## src/rtl/date_pair_collector_if.sv

```systemverilog
// Date-pair stream bundle: input date stream, held output pair, error and count status.
// Latency: none, wires only.
// Backpressure: in_ready stalls the date producer; out_ready lets the consumer stall the pair.
interface date_pair_collector_if;
    logic       clear;
    logic       in_valid;
    logic       in_ready;
    logic [4:0] in_day;
    logic [3:0] in_mon;
    logic       out_valid;
    logic       out_ready;
    logic [4:0] day1;
    logic [3:0] mon1;
    logic [4:0] day2;
    logic [3:0] mon2;
    logic       err;
    logic [1:0] err_code;
    logic [7:0] pair_cnt;

    // Producer/consumer side (drives dates, takes pairs).
    modport master (
        output clear, in_valid, in_day, in_mon, out_ready,
        input  in_ready, out_valid, day1, mon1, day2, mon2, err, err_code, pair_cnt
    );

    // Collector side.
    modport slave (
        input  clear, in_valid, in_day, in_mon, out_ready,
        output in_ready, out_valid, day1, mon1, day2, mon2, err, err_code, pair_cnt
    );
endinterface

```

## src/rtl/date_pair_collector.sv

```systemverilog
// Collects two range-checked calendar dates into a held pair for the date-difference datapath.
// Latency: out_valid rises the cycle after the second good date is accepted; one pair per 3 cycles best case.
// Backpressure: in_ready drops while a pair is held; the pair stays stable until out_ready.
module date_pair_collector #(
    // Days in February used for validation; only 28 or 29 are meaningful.
    parameter int FEB_DAYS = 28
) (
    input  logic                  clk,
    input  logic                  rst_n,
    date_pair_collector_if.slave  bus
);

    typedef enum logic [1:0] {
        S_FIRST  = 2'd0,
        S_SECOND = 2'd1,
        S_OUT    = 2'd2
    } state_t;

    localparam logic [4:0] W_FEB_DAYS = 5'(FEB_DAYS);

    state_t     r_state;
    state_t     w_state_nxt;
    logic       r_out_valid;
    logic [4:0] r_day1;
    logic [3:0] r_mon1;
    logic [4:0] r_day2;
    logic [3:0] r_mon2;
    logic       r_err;
    logic [1:0] r_err_code;
    logic [7:0] r_pair_cnt;

    logic       w_in_ready;
    logic       w_accept;
    logic [4:0] w_dim;
    logic       w_mon_bad;
    logic       w_day_bad;
    logic       w_good;
    logic       w_reject;
    logic       w_handoff;

    // in_ready depends only on the state so it can never loop back through in_valid.
    assign w_in_ready = (r_state != S_OUT);

    // A date presented during clear is dropped even though in_ready is high.
    assign w_accept   = bus.in_valid & w_in_ready & ~bus.clear;

    // Days in the presented month; out-of-range months are caught by the month check first.
    always_comb begin
        w_dim = 5'd31;
        case (bus.in_mon)
            4'd2:                     w_dim = W_FEB_DAYS;
            4'd4, 4'd6, 4'd9, 4'd11:  w_dim = 5'd30;
            default:                  w_dim = 5'd31;
        endcase
    end

    assign w_mon_bad = (bus.in_mon == 4'd0) || (bus.in_mon > 4'd12);
    assign w_day_bad = (bus.in_day == 5'd0) || (bus.in_day > w_dim);
    assign w_good    = w_accept & ~w_mon_bad & ~w_day_bad;
    assign w_reject  = w_accept & (w_mon_bad | w_day_bad);

    // Output handshake; clear outranks it so a cleared pair is never counted.
    assign w_handoff = (r_state == S_OUT) & bus.out_ready & ~bus.clear;

    // State register.
    always_ff @(posedge clk or negedge rst_n) begin
        if (!rst_n) begin
            r_state <= S_FIRST;
        end else begin
            r_state <= w_state_nxt;
        end
    end

    // Next state: advance on good dates, return to S_FIRST on handoff or clear.
    always_comb begin
        w_state_nxt = r_state;
        if (bus.clear) begin
            w_state_nxt = S_FIRST;
        end else begin
            case (r_state)
                S_FIRST:  if (w_good)    w_state_nxt = S_SECOND;
                S_SECOND: if (w_good)    w_state_nxt = S_OUT;
                S_OUT:    if (w_handoff) w_state_nxt = S_FIRST;
                default:                 w_state_nxt = S_FIRST;
            endcase
        end
    end

    // out_valid is its own flop so the consumer sees a clean registered qualifier.
    always_ff @(posedge clk or negedge rst_n) begin
        if (!rst_n) begin
            r_out_valid <= 1'b0;
        end else begin
            r_out_valid <= (w_state_nxt == S_OUT);
        end
    end

    // Pair registers: first good date lands in slot 1, second in slot 2; rejects leave them alone.
    always_ff @(posedge clk or negedge rst_n) begin
        if (!rst_n) begin
            r_day1 <= 5'd0;
            r_mon1 <= 4'd0;
            r_day2 <= 5'd0;
            r_mon2 <= 4'd0;
        end else if (bus.clear) begin
            r_day1 <= 5'd0;
            r_mon1 <= 4'd0;
            r_day2 <= 5'd0;
            r_mon2 <= 4'd0;
        end else if (w_good && (r_state == S_FIRST)) begin
            r_day1 <= bus.in_day;
            r_mon1 <= bus.in_mon;
        end else if (w_good && (r_state == S_SECOND)) begin
            r_day2 <= bus.in_day;
            r_mon2 <= bus.in_mon;
        end
    end

    // Reject reporting: one-cycle err pulse, sticky code with the month check taking priority.
    always_ff @(posedge clk or negedge rst_n) begin
        if (!rst_n) begin
            r_err      <= 1'b0;
            r_err_code <= 2'b00;
        end else if (bus.clear) begin
            r_err      <= 1'b0;
            r_err_code <= 2'b00;
        end else begin
            r_err <= w_reject;
            if (w_reject) begin
                r_err_code <= w_mon_bad ? 2'b01 : 2'b10;
            end
        end
    end

    // Completed-handshake counter; wraps naturally and survives clear.
    always_ff @(posedge clk or negedge rst_n) begin
        if (!rst_n) begin
            r_pair_cnt <= 8'd0;
        end else if (w_handoff) begin
            r_pair_cnt <= r_pair_cnt + 8'd1;
        end
    end

    assign bus.in_ready  = w_in_ready;
    assign bus.out_valid = r_out_valid;
    assign bus.day1      = r_day1;
    assign bus.mon1      = r_mon1;
    assign bus.day2      = r_day2;
    assign bus.mon2      = r_mon2;
    assign bus.err       = r_err;
    assign bus.err_code  = r_err_code;
    assign bus.pair_cnt  = r_pair_cnt;

endmodule

```

## src/flat_wrapper.sv

```systemverilog
// flat-port wrapper written by rule: the top's interface ports become plain ports
module date_pair_collector_flat 
#(
                                                                          
    parameter int FEB_DAYS = 28
)
  (clk, rst_n, bus_clear, bus_in_valid, bus_in_day, bus_in_mon, bus_out_ready, bus_in_ready, bus_out_valid, bus_day1, bus_mon1, bus_day2, bus_mon2, bus_err, bus_err_code, bus_pair_cnt);
  date_pair_collector_if bus_i ();
  input  logic clk;
  input  logic rst_n;
  input wire logic [$bits(bus_i.clear)-1:0] bus_clear;
  input wire logic [$bits(bus_i.in_valid)-1:0] bus_in_valid;
  input wire logic [$bits(bus_i.in_day)-1:0] bus_in_day;
  input wire logic [$bits(bus_i.in_mon)-1:0] bus_in_mon;
  input wire logic [$bits(bus_i.out_ready)-1:0] bus_out_ready;
  output wire logic [$bits(bus_i.in_ready)-1:0] bus_in_ready;
  output wire logic [$bits(bus_i.out_valid)-1:0] bus_out_valid;
  output wire logic [$bits(bus_i.day1)-1:0] bus_day1;
  output wire logic [$bits(bus_i.mon1)-1:0] bus_mon1;
  output wire logic [$bits(bus_i.day2)-1:0] bus_day2;
  output wire logic [$bits(bus_i.mon2)-1:0] bus_mon2;
  output wire logic [$bits(bus_i.err)-1:0] bus_err;
  output wire logic [$bits(bus_i.err_code)-1:0] bus_err_code;
  output wire logic [$bits(bus_i.pair_cnt)-1:0] bus_pair_cnt;
  assign bus_i.clear = bus_clear;
  assign bus_i.in_valid = bus_in_valid;
  assign bus_i.in_day = bus_in_day;
  assign bus_i.in_mon = bus_in_mon;
  assign bus_i.out_ready = bus_out_ready;
  assign bus_in_ready = bus_i.in_ready;
  assign bus_out_valid = bus_i.out_valid;
  assign bus_day1 = bus_i.day1;
  assign bus_mon1 = bus_i.mon1;
  assign bus_day2 = bus_i.day2;
  assign bus_mon2 = bus_i.mon2;
  assign bus_err = bus_i.err;
  assign bus_err_code = bus_i.err_code;
  assign bus_pair_cnt = bus_i.pair_cnt;
  date_pair_collector #(.FEB_DAYS(FEB_DAYS)) u_core (.clk(clk), .rst_n(rst_n), .bus(bus_i));
endmodule
```

## config.mk

```make
export PLATFORM = sky130hd
export DESIGN_NAME = date_pair_collector_flat
export DESIGN_NICKNAME = d
export VERILOG_FILES = /design/src/rtl/date_pair_collector_if.sv /design/src/rtl/date_pair_collector.sv /design/src/flat_wrapper.sv
export SDC_FILE = /design/constraint.sdc
export NUM_CORES = 1
export LEC_CHECK = 0
export BUFFER_PORTS_ARGS = -buffer_cell sky130_fd_sc_hd__buf_2
export CAP_MARGIN = 20
export CELL_PAD_IN_SITES_DETAIL_PLACEMENT = 0
export CELL_PAD_IN_SITES_GLOBAL_PLACEMENT = 1
export CORE_ASPECT_RATIO = 0.6
export CORE_MARGIN = 1.5
export CORE_UTILIZATION = 30
export CTS_CLUSTER_DIAMETER = 80
export DETAILED_ROUTE_END_ITERATION = 10
export GPL_TIMING_DRIVEN = 0
export PLACE_DENSITY_LB_ADDON = 0.1
export SETUP_SLACK_MARGIN = 0.4
export SYNTH_ARGS = -nofsm -noshare
export SYNTH_HDL_FRONTEND = slang
export SYNTH_SLANG_ARGS = --single-unit
```

## constraint.sdc

```tcl
create_clock -name clk -period 1.8 [get_ports clk]
set_input_delay 0.36 -clock clk [delete_from_list [all_inputs] [get_ports clk]]
set_output_delay 0.36 -clock clk [all_outputs]
set_load 0.005 [all_outputs]
```

==> results of run 1 <==
-- power by group --
| group | switching, mW | leakage, nW | internal [mW] |
|---|---|---|---|
| Sequential | 0.0259 | 0.439 | 0.755 |
| Combinational | 0.150 | 0.606 | 0.139 |
| Clock | 0.266 | 0.0645 | 0.488 |
| Total | 0.443 | 1.11 | 1.38 |
-- routing by layer --
layer	GRT usage, %	share of wire, %	wire length, um
met5	0	0	0
met4	4.43	0.87	38
met3	5.50	5.3	232
met2	22.9	40	1760
met1	24.2	53	2340
-- final cells by class --
class / instances / area, sq um / share of cell area [%]
Sequential cell: 32 / 801 / 34.8
Clock buffer: 7 / 96.3 / 4.19
Multi-Input combinational cell: 98 / 901 / 39.2
Timing Repair Buffer: 52 / 324 / 14.1
Tap cell: 66 / 82.6 / 3.59
Buffer: 8 / 55.1 / 2.39
Clock inverter: 1 / 30.0 / 1.31
Inverter: 3 / 11.3 / 0.489
-- flip-flops by register name, summed over array words and instances, names as in the netlist --
name	count
u_core.bus.err_code	2
u_core.bus.mon1	4
u_core.bus.out_valid	1
u_core.bus.mon2	4
u_core.bus.day2	5
u_core.bus.day1	5
u_core.bus.err	1
u_core.bus.pair_cnt	8
u_core.r_state	2
-- cells by family after synthesis --
logic type                 count (synthesis)  share of synthesized area, %
adders and majority gates                  3                          2.29
xor gates and xnor gates                   7                          3.73
DFF                                       32                          48.8
muxes                                     11                          8.99
buffers and inverters                     11                          2.97
and+or+nand+nor                           48                          19.6
AOI/OAI and AO/OA                         28                          13.6
-- per-stage QoR --
step | power (mW) | hold slack, ps | cells | worst slack (ps) | util (%)
floorplan | 0.930 | 64.4 | 140 | -188 | -
global placement | 1.04 | 453 | 249 | -509 | 38.7
detailed placement | 1.04 | 463 | 249 | -537 | 38.7
CTS | 1.83 | 161 | 262 | -97.9 | 43.3
global route | 1.93 | 204 | 267 | -149 | 44.6
finish | 1.83 | 130 | 267 | -85.6 | 44.6
-- worst reg2reg max path, stage by stage (launching register included) --
cell	delay, ps
dfrtp_1	430
nor3_1	610
nand4_4	250
mux2_4	350
-- timing repair --
action,in CTS,in global routing
gates resized for setup,18,9
buffers inserted,4,5
endpoints found under the hold margin,0,0
gates cloned,1,0
endpoints found under the setup margin,26,27
pin swaps,5,6
-- layout by cell type, fill, tap and decap left out, types with 2 or more instances in the layout --
| cell | netlist | layout |
|---|---|---|
| ha_1 | 3 | 2 |
| nand3_2 | 0 | 2 |
| a21oi_1 | 9 | 9 |
| buf_2 | 0 | 39 |
| clkbuf_1 | 5 | 3 |
| xor2_1 | 2 | 2 |
| o31ai_2 | 0 | 3 |
| nor3_1 | 2 | 2 |
| nor2_1 | 5 | 4 |
| clkbuf_8 | 0 | 8 |
| or4_4 | 2 | 2 |
| nand2_1 | 3 | 3 |
| dfrtp_1 | 32 | 32 |
| nor2b_1 | 9 | 8 |
| o211ai_2 | 2 | 2 |
| and3_1 | 2 | 2 |
| xnor2_1 | 5 | 5 |
| mux2_4 | 7 | 7 |
| mux2_2 | 2 | 2 |
| inv_1 | 3 | 3 |
| buf_4 | 0 | 9 |
| and2_1 | 2 | 2 |
| mux2i_1 | 2 | 2 |
| nand4_1 | 11 | 11 |
| buf_6 | 1 | 4 |
| nand4_4 | 1 | 2 |
| nand2b_1 | 3 | 3 |
| o31ai_1 | 9 | 6 |
-- worst max path at each step --
stage	from	to	slack [ps]
floorplan	bus_in_mon[0]	u_core.bus.day1[1]	-190
global placement	bus_in_mon[0]	u_core.bus.mon1[0]	-510
CTS	bus_in_mon[1]	u_core.bus.out_valid	-100
detailed placement	bus_in_mon[0]	u_core.bus.mon2[3]	-540
finish	bus_in_mon[3]	u_core.bus.day1[2]	-90
global route	bus_in_mon[3]	u_core.bus.day1[3]	-150
==> results.py, run 1 <==
metrics = {
    "timing": {
        "finalHoldViolCount": 0,
        "setup_tns_ps": -668,
        "rsz0062_at_grt": "true",
        "fin_ws_ps": -85.6,
        "drv_slew": 0,
        "slew_headroom_pct": 50.4,
        "setup_viol": 13,
        "max_freq_mhz": 530,
        "period_share_pct": 105,
        "worst_pin_slew_ps": 744,
        "finalCriticalPeriod_ps": 1890,
        "fin_worst_skew_ps": 8.89,
    },
    "finish": {
        "fin_nets": 217,
        "layout-drive-gt1-share_pct": 47.8,
        "diodes": 0,
        "final_area_sq_um": 2300,
        "areaGrowthSynthToFinish_pct": 40.2,
        "nFillCells": 499,
    },
    "setup_path": {
        "worst-path-max-fanout": 5,
        "arrival_ps": 2050,
        "cp_top_family": "simple AND/OR/NAND/NOR gates",
        "startpoint_type": "input pin",
        "rr_endpoint": "u_core.bus.day1[2]",
        "slowest_delay_ps": 350,
        "r2r_cells": 3,
        "r2r_slack_ps": 50,
        "r2r-start": "u_core.r_state[1]",
        "crit_chain": "buf_12, nor4b_4, ha_1, nor2b_4, o2111ai_4, nand4_4, mux2_4",
        "crit_cells": 7,
        "path_class": "in2reg",
        "critical_path_buf_inv_count": 1,
        "crit_path_end_kind": "flop",
        "worstPathRequired_ps": 1960,
        "crit_path_top_delay_cell": "mux2_4",
    },
    "clocking": {
        "clk_pin_slew_worst_paths_ps": 60,
        "cts_tree": "yes",
        "root_buffer": "clkbuf_8",
        "cts_hold_buf": 0,
        "numCtsBuffers": 5,
        "clockBufferDepth": 2,
        "clk_latency_ps": 280,
        "clock_sink_count": 32,
        "htreeDepth": 2,
    },
    "routing": {
        "via_per_inst": 5.09,
        "ant_nets": 0,
        "avgRoutedWirePerCell_um": 16.4,
        "drcViolationCount": 0,
        "routed_wirelength_um": 4380,
        "vias": 1358,
        "drt_iter0_drc": 56,
        "dr.pass1.iters": 4,
    },
    "place": {
        "globalplace.congestion": 0.747,
        "postPlaceCellArea_sq_um": 2000,
        "portBuffers": 43,
        "dp_hpwl_um": 3110,
    },
    "synth": {
        "syn-cell-area_sq_um": 1640,
        "yosys-top-cells-area": "dfrtp_1, mux2_4, nand4_1",
        "synth-edff-count": 0,
        "syn_nets": 157,
        "netlist.area_leader.share_pct": 48.8,
        "synth-seq-cells": 32,
        "synth.most_common_cell": "dfrtp_1",
        "yosysSeqAreaShare_pct": 48.8,
        "ys_warn_count": 0,
        "async_reset_ff_share_pct": 100,
        "synth.lib_cells_used.distinct": 38,
        "synth_area_per_cell_sq_um": 11.7,
        "synthTopCellsByCount": "dfrtp_1, nand4_1, a21oi_1, nor2b_1, o31ai_1",
        "syn_inst": 140,
        "synth_flop_cell": "dfrtp_1",
        "synth_largest_area_cell": "dfrtp_1",
    },
    "outcome": {
        "run_status": "finished with violations",
        "failed_checks": "negative setup slack",
    },
    "flow_run": {
        "drv_cap": 0,
    },
    "die": {
        "core.rowCount": 20,
        "io_pins": 45,
        "die_area_sq_um": 5940,
        "start_util_pct": 31.8,
        "die_h_um": 60.3,
        "core_sq_um": 5150,
        "die_x_um": 98.5,
    },
    "power": {
        "p_leak_nw": 1.11,
        "vdd_ir_drop_max_uv": 300,
        "p_per_area_nw_per_um2": 793,
    },
    "grt": {
        "grt_pass1_wl_um": 7370,
        "grt_overflow": 0,
        "grtUsageTotal_pct": 16.4,
        "grt_max_degree": 33,
        "grt_pass1_vias": 1368,
        "antenna_found_initial": 0,
    },
    "min_path": {
        "hp-class": "in2async",
    },
}
(Power assumes the default switching activity.)
==> run 2: changes to the inputs <==
--- a/config.mk
+++ b/config.mk
@@ -16,6 +16,7 @@
 export DETAILED_ROUTE_END_ITERATION = 10
 export GPL_TIMING_DRIVEN = 0
 export PLACE_DENSITY_LB_ADDON = 0.1
+export REMOVE_ABC_BUFFERS = 1
 export SETUP_SLACK_MARGIN = 0.4
 export SYNTH_ARGS = -nofsm -noshare
 export SYNTH_HDL_FRONTEND = slang
==> run 2 against run 1 <==
- routed wire length decreased by 3.3%
- critical path depth is 1 higher
- sequential power barely moved
- final area fell by 1.2%
- clock skew down 5.5 ps
- flip-flop and latch count unchanged
- utilization is 0.53 points lower
- the run still ends with negative setup slack left
- fmax increased by 0.99%
- global-route usage down 1.2 points
- critical path type unchanged
- sequential share of layout area rose by 0.42 points
==> results.py, run 2 (synthesis results as in run 1) <==
metrics = {
    "timing": {
        "rsz0062_at_grt": "true",
        "worst_pin_slew_ps": 715,
        "setup_viol": 12,
        "fin_worst_skew_ps": 3.36,
        "holdWs_ps": 131,
        "max_freq_mhz": 536,
        "drv_slew": 0,
        "finalHoldViolCount": 0,
        "period_share_pct": 104,
        "finalCriticalPeriod_ps": 1870,
        "fin_ws_ps": -67.1,
        "slew_headroom_pct": 52.4,
    },
    "routing": {
        "routed_wirelength_um": 4230,
        "vias": 1337,
        "drcViolationCount": 0,
        "via_per_inst": 5.06,
        "drt_iter0_drc": 12,
        "avgRoutedWirePerCell_um": 16.0,
        "ant_nets": 0,
        "dr.pass1.iters": 4,
    },
    "setup_path": {
        "slowest_delay_ps": 300,
        "cp_top_family": "simple AND/OR/NAND/NOR gates",
        "crit_path_top_delay_cell": "ha_1",
        "startpoint_type": "input pin",
        "worst-path-max-fanout": 6,
        "crit_chain": "buf_8, nor4b_4, ha_1, nor2b_4, o2111ai_4, nand4_4, buf_6, mux2_4",
        "worstPathRequired_ps": 1960,
        "arrival_ps": 2030,
        "critical_path_buf_inv_count": 2,
        "crit_path_end_kind": "flop",
        "path_class": "in2reg",
    },
    "clocking": {
        "clk_pin_slew_worst_paths_ps": 60,
        "clk_latency_ps": 280,
        "clock_sink_count": 32,
        "clockBufferDepth": 2,
        "root_buffer": "clkbuf_8",
        "numCtsBuffers": 5,
        "htreeDepth": 2,
        "cts_tree": "yes",
    },
    "power": {
        "p_leak_nw": 1.09,
        "p_per_area_nw_per_um2": 710,
        "vdd_ir_drop_max_uv": 251,
        "finalPower_mw": 1.61,
    },
    "place": {
        "place_ws_ps": -1080,
        "portBuffers": 44,
        "postPlaceCellArea_sq_um": 1910,
        "dp_hpwl_um": 3010,
        "globalplace.congestion": 0.740,
        "placedCellCount": 243,
    },
    "die": {
        "core_sq_um": 5150,
        "die_area_sq_um": 5940,
        "core.rowCount": 20,
        "io_pins": 45,
        "die_x_um": 98.5,
        "start_util_pct": 31.8,
        "die_h_um": 60.3,
    },
    "grt": {
        "grtUsageTotal_pct": 15.2,
        "grt_pass1_wl_um": 6850,
        "antenna_found_initial": 0,
        "grt_pass1_vias": 1313,
        "grt_max_degree": 33,
        "grt_overflow": 0,
    },
    "min_path": {
        "hp-class": "in2async",
    },
    "finish": {
        "diodes": 0,
        "fin_nets": 214,
        "final_common_cell": "buf_2",
        "mostFrequentLayoutCells": "buf_2, dfrtp_1, nand4_1, buf_6",
        "largest_reg_flops": 8,
        "layout.cells.non_filler": 264,
        "areaGrowthSynthToFinish_pct": 38.5,
        "nFillCells": 503,
        "final_area_sq_um": 2270,
        "layout-drive-gt1-share_pct": 49.5,
    },
    "outcome": {
        "failed_checks": "negative setup slack",
        "run_status": "finished with violations",
    },
    "flow_run": {
        "drv_cap": 0,
    },
}
run 2: area by class of cell:
class | count | area [sq um] | share of cell area [%]
flip-flops and latches | 32 | 801 | 35.2
multi-input cells | 97 | 917 | 40.3
inverters | 3 | 11.3 | 0.495
repair buffers | 58 | 372 | 16.3
well taps | 66 | 82.6 | 3.63
clock buffers | 8 | 90.1 | 3.96
run 2: where the power goes:
part | total [mW] | switching (mW) | internal (mW)
Combinational | 0.281 | 0.142 | 0.139
Clock | 0.551 | 0.240 | 0.311
Sequential | 0.782 | 0.0262 | 0.756
Total | 1.61 | 0.408 | 1.21
run 2: final timing paths:
check / start / to / slack, ps / cells after the start
setup / recovery: bus_in_mon[2] / u_core.bus.day1[3] / -70 / 8
hold / removal: rst_n / u_core.bus.pair_cnt[1] / 130 / 1
setup reg to reg: u_core.r_state[1] / u_core.bus.day2[0] / 80 / 3
hold reg to reg: u_core.bus.pair_cnt[7] / u_core.bus.pair_cnt[7] / 470 / 1
max in group asynchronous: rst_n / u_core.bus.mon1[0] / 1210 / 1
min in group clk: bus_in_mon[1] / u_core.bus.mon1[1] / 350 / 2
run 2: repair_timing:
item,in CTS,in global routing
cloned,1,0
setup endpoints to repair,27,28
setup buffers,11,1
hold buffers,0,0
gates resized for setup,30,8
pin swaps,14,7
run 2: metrics by stage:
stage	util (%)	TNS [ps]
global placement	37.0	-17390
global route	44.1	-2110
CTS	43.1	-445
floorplan	-	-6190
finish	44.1	-523
detailed placement	37.1	-19200
run 2: per-layer routing:
| layer | part of all wire, % | track usage (%) |
|---|---|---|
| met5 | 0 | 0 |
| met4 | 1.0 | 5.43 |
| met3 | 4.5 | 4.44 |
| met2 | 42 | 22.1 |
| met1 | 52 | 21.6 |
==> run 3: changes to the inputs <==
==> constraint.sdc (replaced) <==
create_clock -name clk -period 2.4 [get_ports clk]
set_input_delay 0.48 -clock clk [delete_from_list [all_inputs] [get_ports clk]]
set_output_delay 0.48 -clock clk [all_outputs]
set_load 0.005 [all_outputs]
==> run 3 against run 2 <==
- the run now ends clean
- via count shrank 0.67%
- clock power fell by 25%
- routed wire length is 0.28% lower
- final cell count decreased by 0.76%
- critical path depth unchanged
- count of clock-buffer cells in the layout unchanged
- critical endpoint is now u_core.bus.day1[2]
==> results.py, run 3 (synthesis results as in run 1) <==
metrics = {
    "clocking": {
        "root_buffer": "clkbuf_8",
        "cts_tree": "yes",
        "clk_pin_slew_worst_paths_ps": 60,
        "clockBufferDepth": 2,
        "numCtsBuffers": 5,
        "htreeDepth": 2,
        "clock_sink_count": 32,
        "clk_latency_ps": 280,
    },
    "finish": {
        "layout.cells.non_filler": 262,
        "final_area_sq_um": 2210,
        "regArea_sq_um": 801,
        "fin_nets": 212,
        "largest_reg_flops": 8,
        "final_common_cell": "buf_2",
        "mostFrequentLayoutCells": "buf_2, dfrtp_1, nand4_1, nor2b_1, mux2_4",
        "nFillCells": 511,
        "layout-drive-gt1-share_pct": 46.9,
        "diodes": 0,
        "multi_input_area_sq_um": 871,
        "areaGrowthSynthToFinish_pct": 34.4,
    },
    "die": {
        "die_area_sq_um": 5940,
        "die_h_um": 60.3,
        "start_util_pct": 31.8,
        "core_sq_um": 5150,
        "die_x_um": 98.5,
        "io_pins": 45,
        "core.rowCount": 20,
    },
    "routing": {
        "drcViolationCount": 0,
        "routed_wirelength_um": 4220,
        "drt_iter0_drc": 32,
        "route.met3.wl_um": 205,
        "avgRoutedWirePerCell_um": 16.1,
        "wl_met2_um": 1800,
        "vias": 1328,
        "drt-met1-wl_um": 2170,
        "dr.pass1.iters": 4,
        "top_layer": "met4",
        "ant_nets": 0,
        "via_per_inst": 5.07,
    },
    "timing": {
        "fin_worst_skew_ps": 4.74,
        "finalCriticalPeriod_ps": 2020,
        "setup_tns_ps": 0,
        "period_share_pct": 84.3,
        "slew_headroom_pct": 52.0,
        "max_freq_mhz": 495,
        "setup_viol": 0,
        "drv_slew": 0,
        "rsz0062_at_grt": "true",
        "fin_ws_ps": 378,
        "worst_pin_slew_ps": 720,
        "finalHoldViolCount": 0,
    },
    "setup_path": {
        "startpoint_type": "input pin",
        "crit_end": "u_core.bus.day1[2]",
        "crit_path_end_kind": "flop",
        "rr_endpoint": "u_core.bus.mon2[3]",
        "path_class": "in2reg",
        "worst-path-max-fanout": 6,
        "r2r_cells": 4,
        "arrival_ps": 2190,
        "r2r-start": "u_core.r_state[1]",
        "worstPathRequired_ps": 2570,
        "r2r_slack_ps": 670,
        "crit_start": "bus_in_mon[3]",
    },
    "grt": {
        "grt_pass1_vias": 1294,
        "grtUsageTotal_pct": 14.7,
        "grt_overflow": 0,
        "grt_pass1_wl_um": 6630,
        "grt_max_degree": 33,
        "antenna_found_initial": 0,
    },
    "outcome": {
        "run_status": "completed",
    },
    "place": {
        "dp_hpwl_um": 3010,
        "postPlaceCellArea_sq_um": 1910,
        "globalplace.congestion": 0.740,
        "place_ws_ps": -604,
        "placedCellCount": 243,
        "portBuffers": 44,
    },
    "power": {
        "p_leak_nw": 1.07,
        "vdd_ir_drop_max_uv": 184,
        "p_per_area_nw_per_um2": 546,
        "finalPower_mw": 1.20,
    },
    "flow_run": {
        "drv_cap": 0,
    },
    "min_path": {
        "hp-class": "in2async",
    },
}
-- run 3: worst min path at each step --
stage,cells past startpoint,to,start,slack (ps)
floorplan,0,u_core.bus.day1[0],rst_n,180
finish,1,u_core.bus.pair_cnt[1],rst_n,260
global placement,1,u_core.bus.pair_cnt[7],u_core.bus.pair_cnt[7],460
CTS,1,u_core.bus.pair_cnt[1],rst_n,280
detailed placement,1,u_core.bus.pair_cnt[7],u_core.bus.pair_cnt[7],460
global route,1,u_core.bus.pair_cnt[1],rst_n,320
-- run 3: layout make-up --
cell class                 instances  area share, %
sequential                        32           36.3
inverter                           3          0.510
clock buffer                       8           4.08
multi-input combinational         97           39.5
timing repair buffer              56           15.9
tap                               66           3.74
-- run 3: stage by stage --
stage,util [%],hold WS [ps]
floorplan,-,184
global placement,37.0,457
detailed placement,37.1,459
CTS,40.8,277
global route,42.8,315
finish,42.8,256
-- run 3: where the power goes --
group	switching (mW)	internal [mW]
Combinational	0.106	0.0979
Sequential	0.0185	0.567
Clock	0.182	0.233
-- run 3: critical path, cell delays in order --
cell	delay, ps
buf_12	110
nor4b_4	290
ha_1	300
nor2b_4	150
o2111ai_4	250
nand4_4	140
buf_6	160
mux2_4	290
-- run 3: repair_timing --
item,in CTS,in global routing
setup endpoints to repair,24,22
pin swaps,4,9
hold buffers,0,0
cloned,0,1
buffers inserted,7,3
resized for setup,11,20
endpoints found under the hold margin,0,0
-- run 3: metal layers --
layer  up-vias  GRT usage, %
met5         -             0
met4         0          5.63
met3         4          4.44
met2        29          21.0
met1       664          21.0
li1        631             -
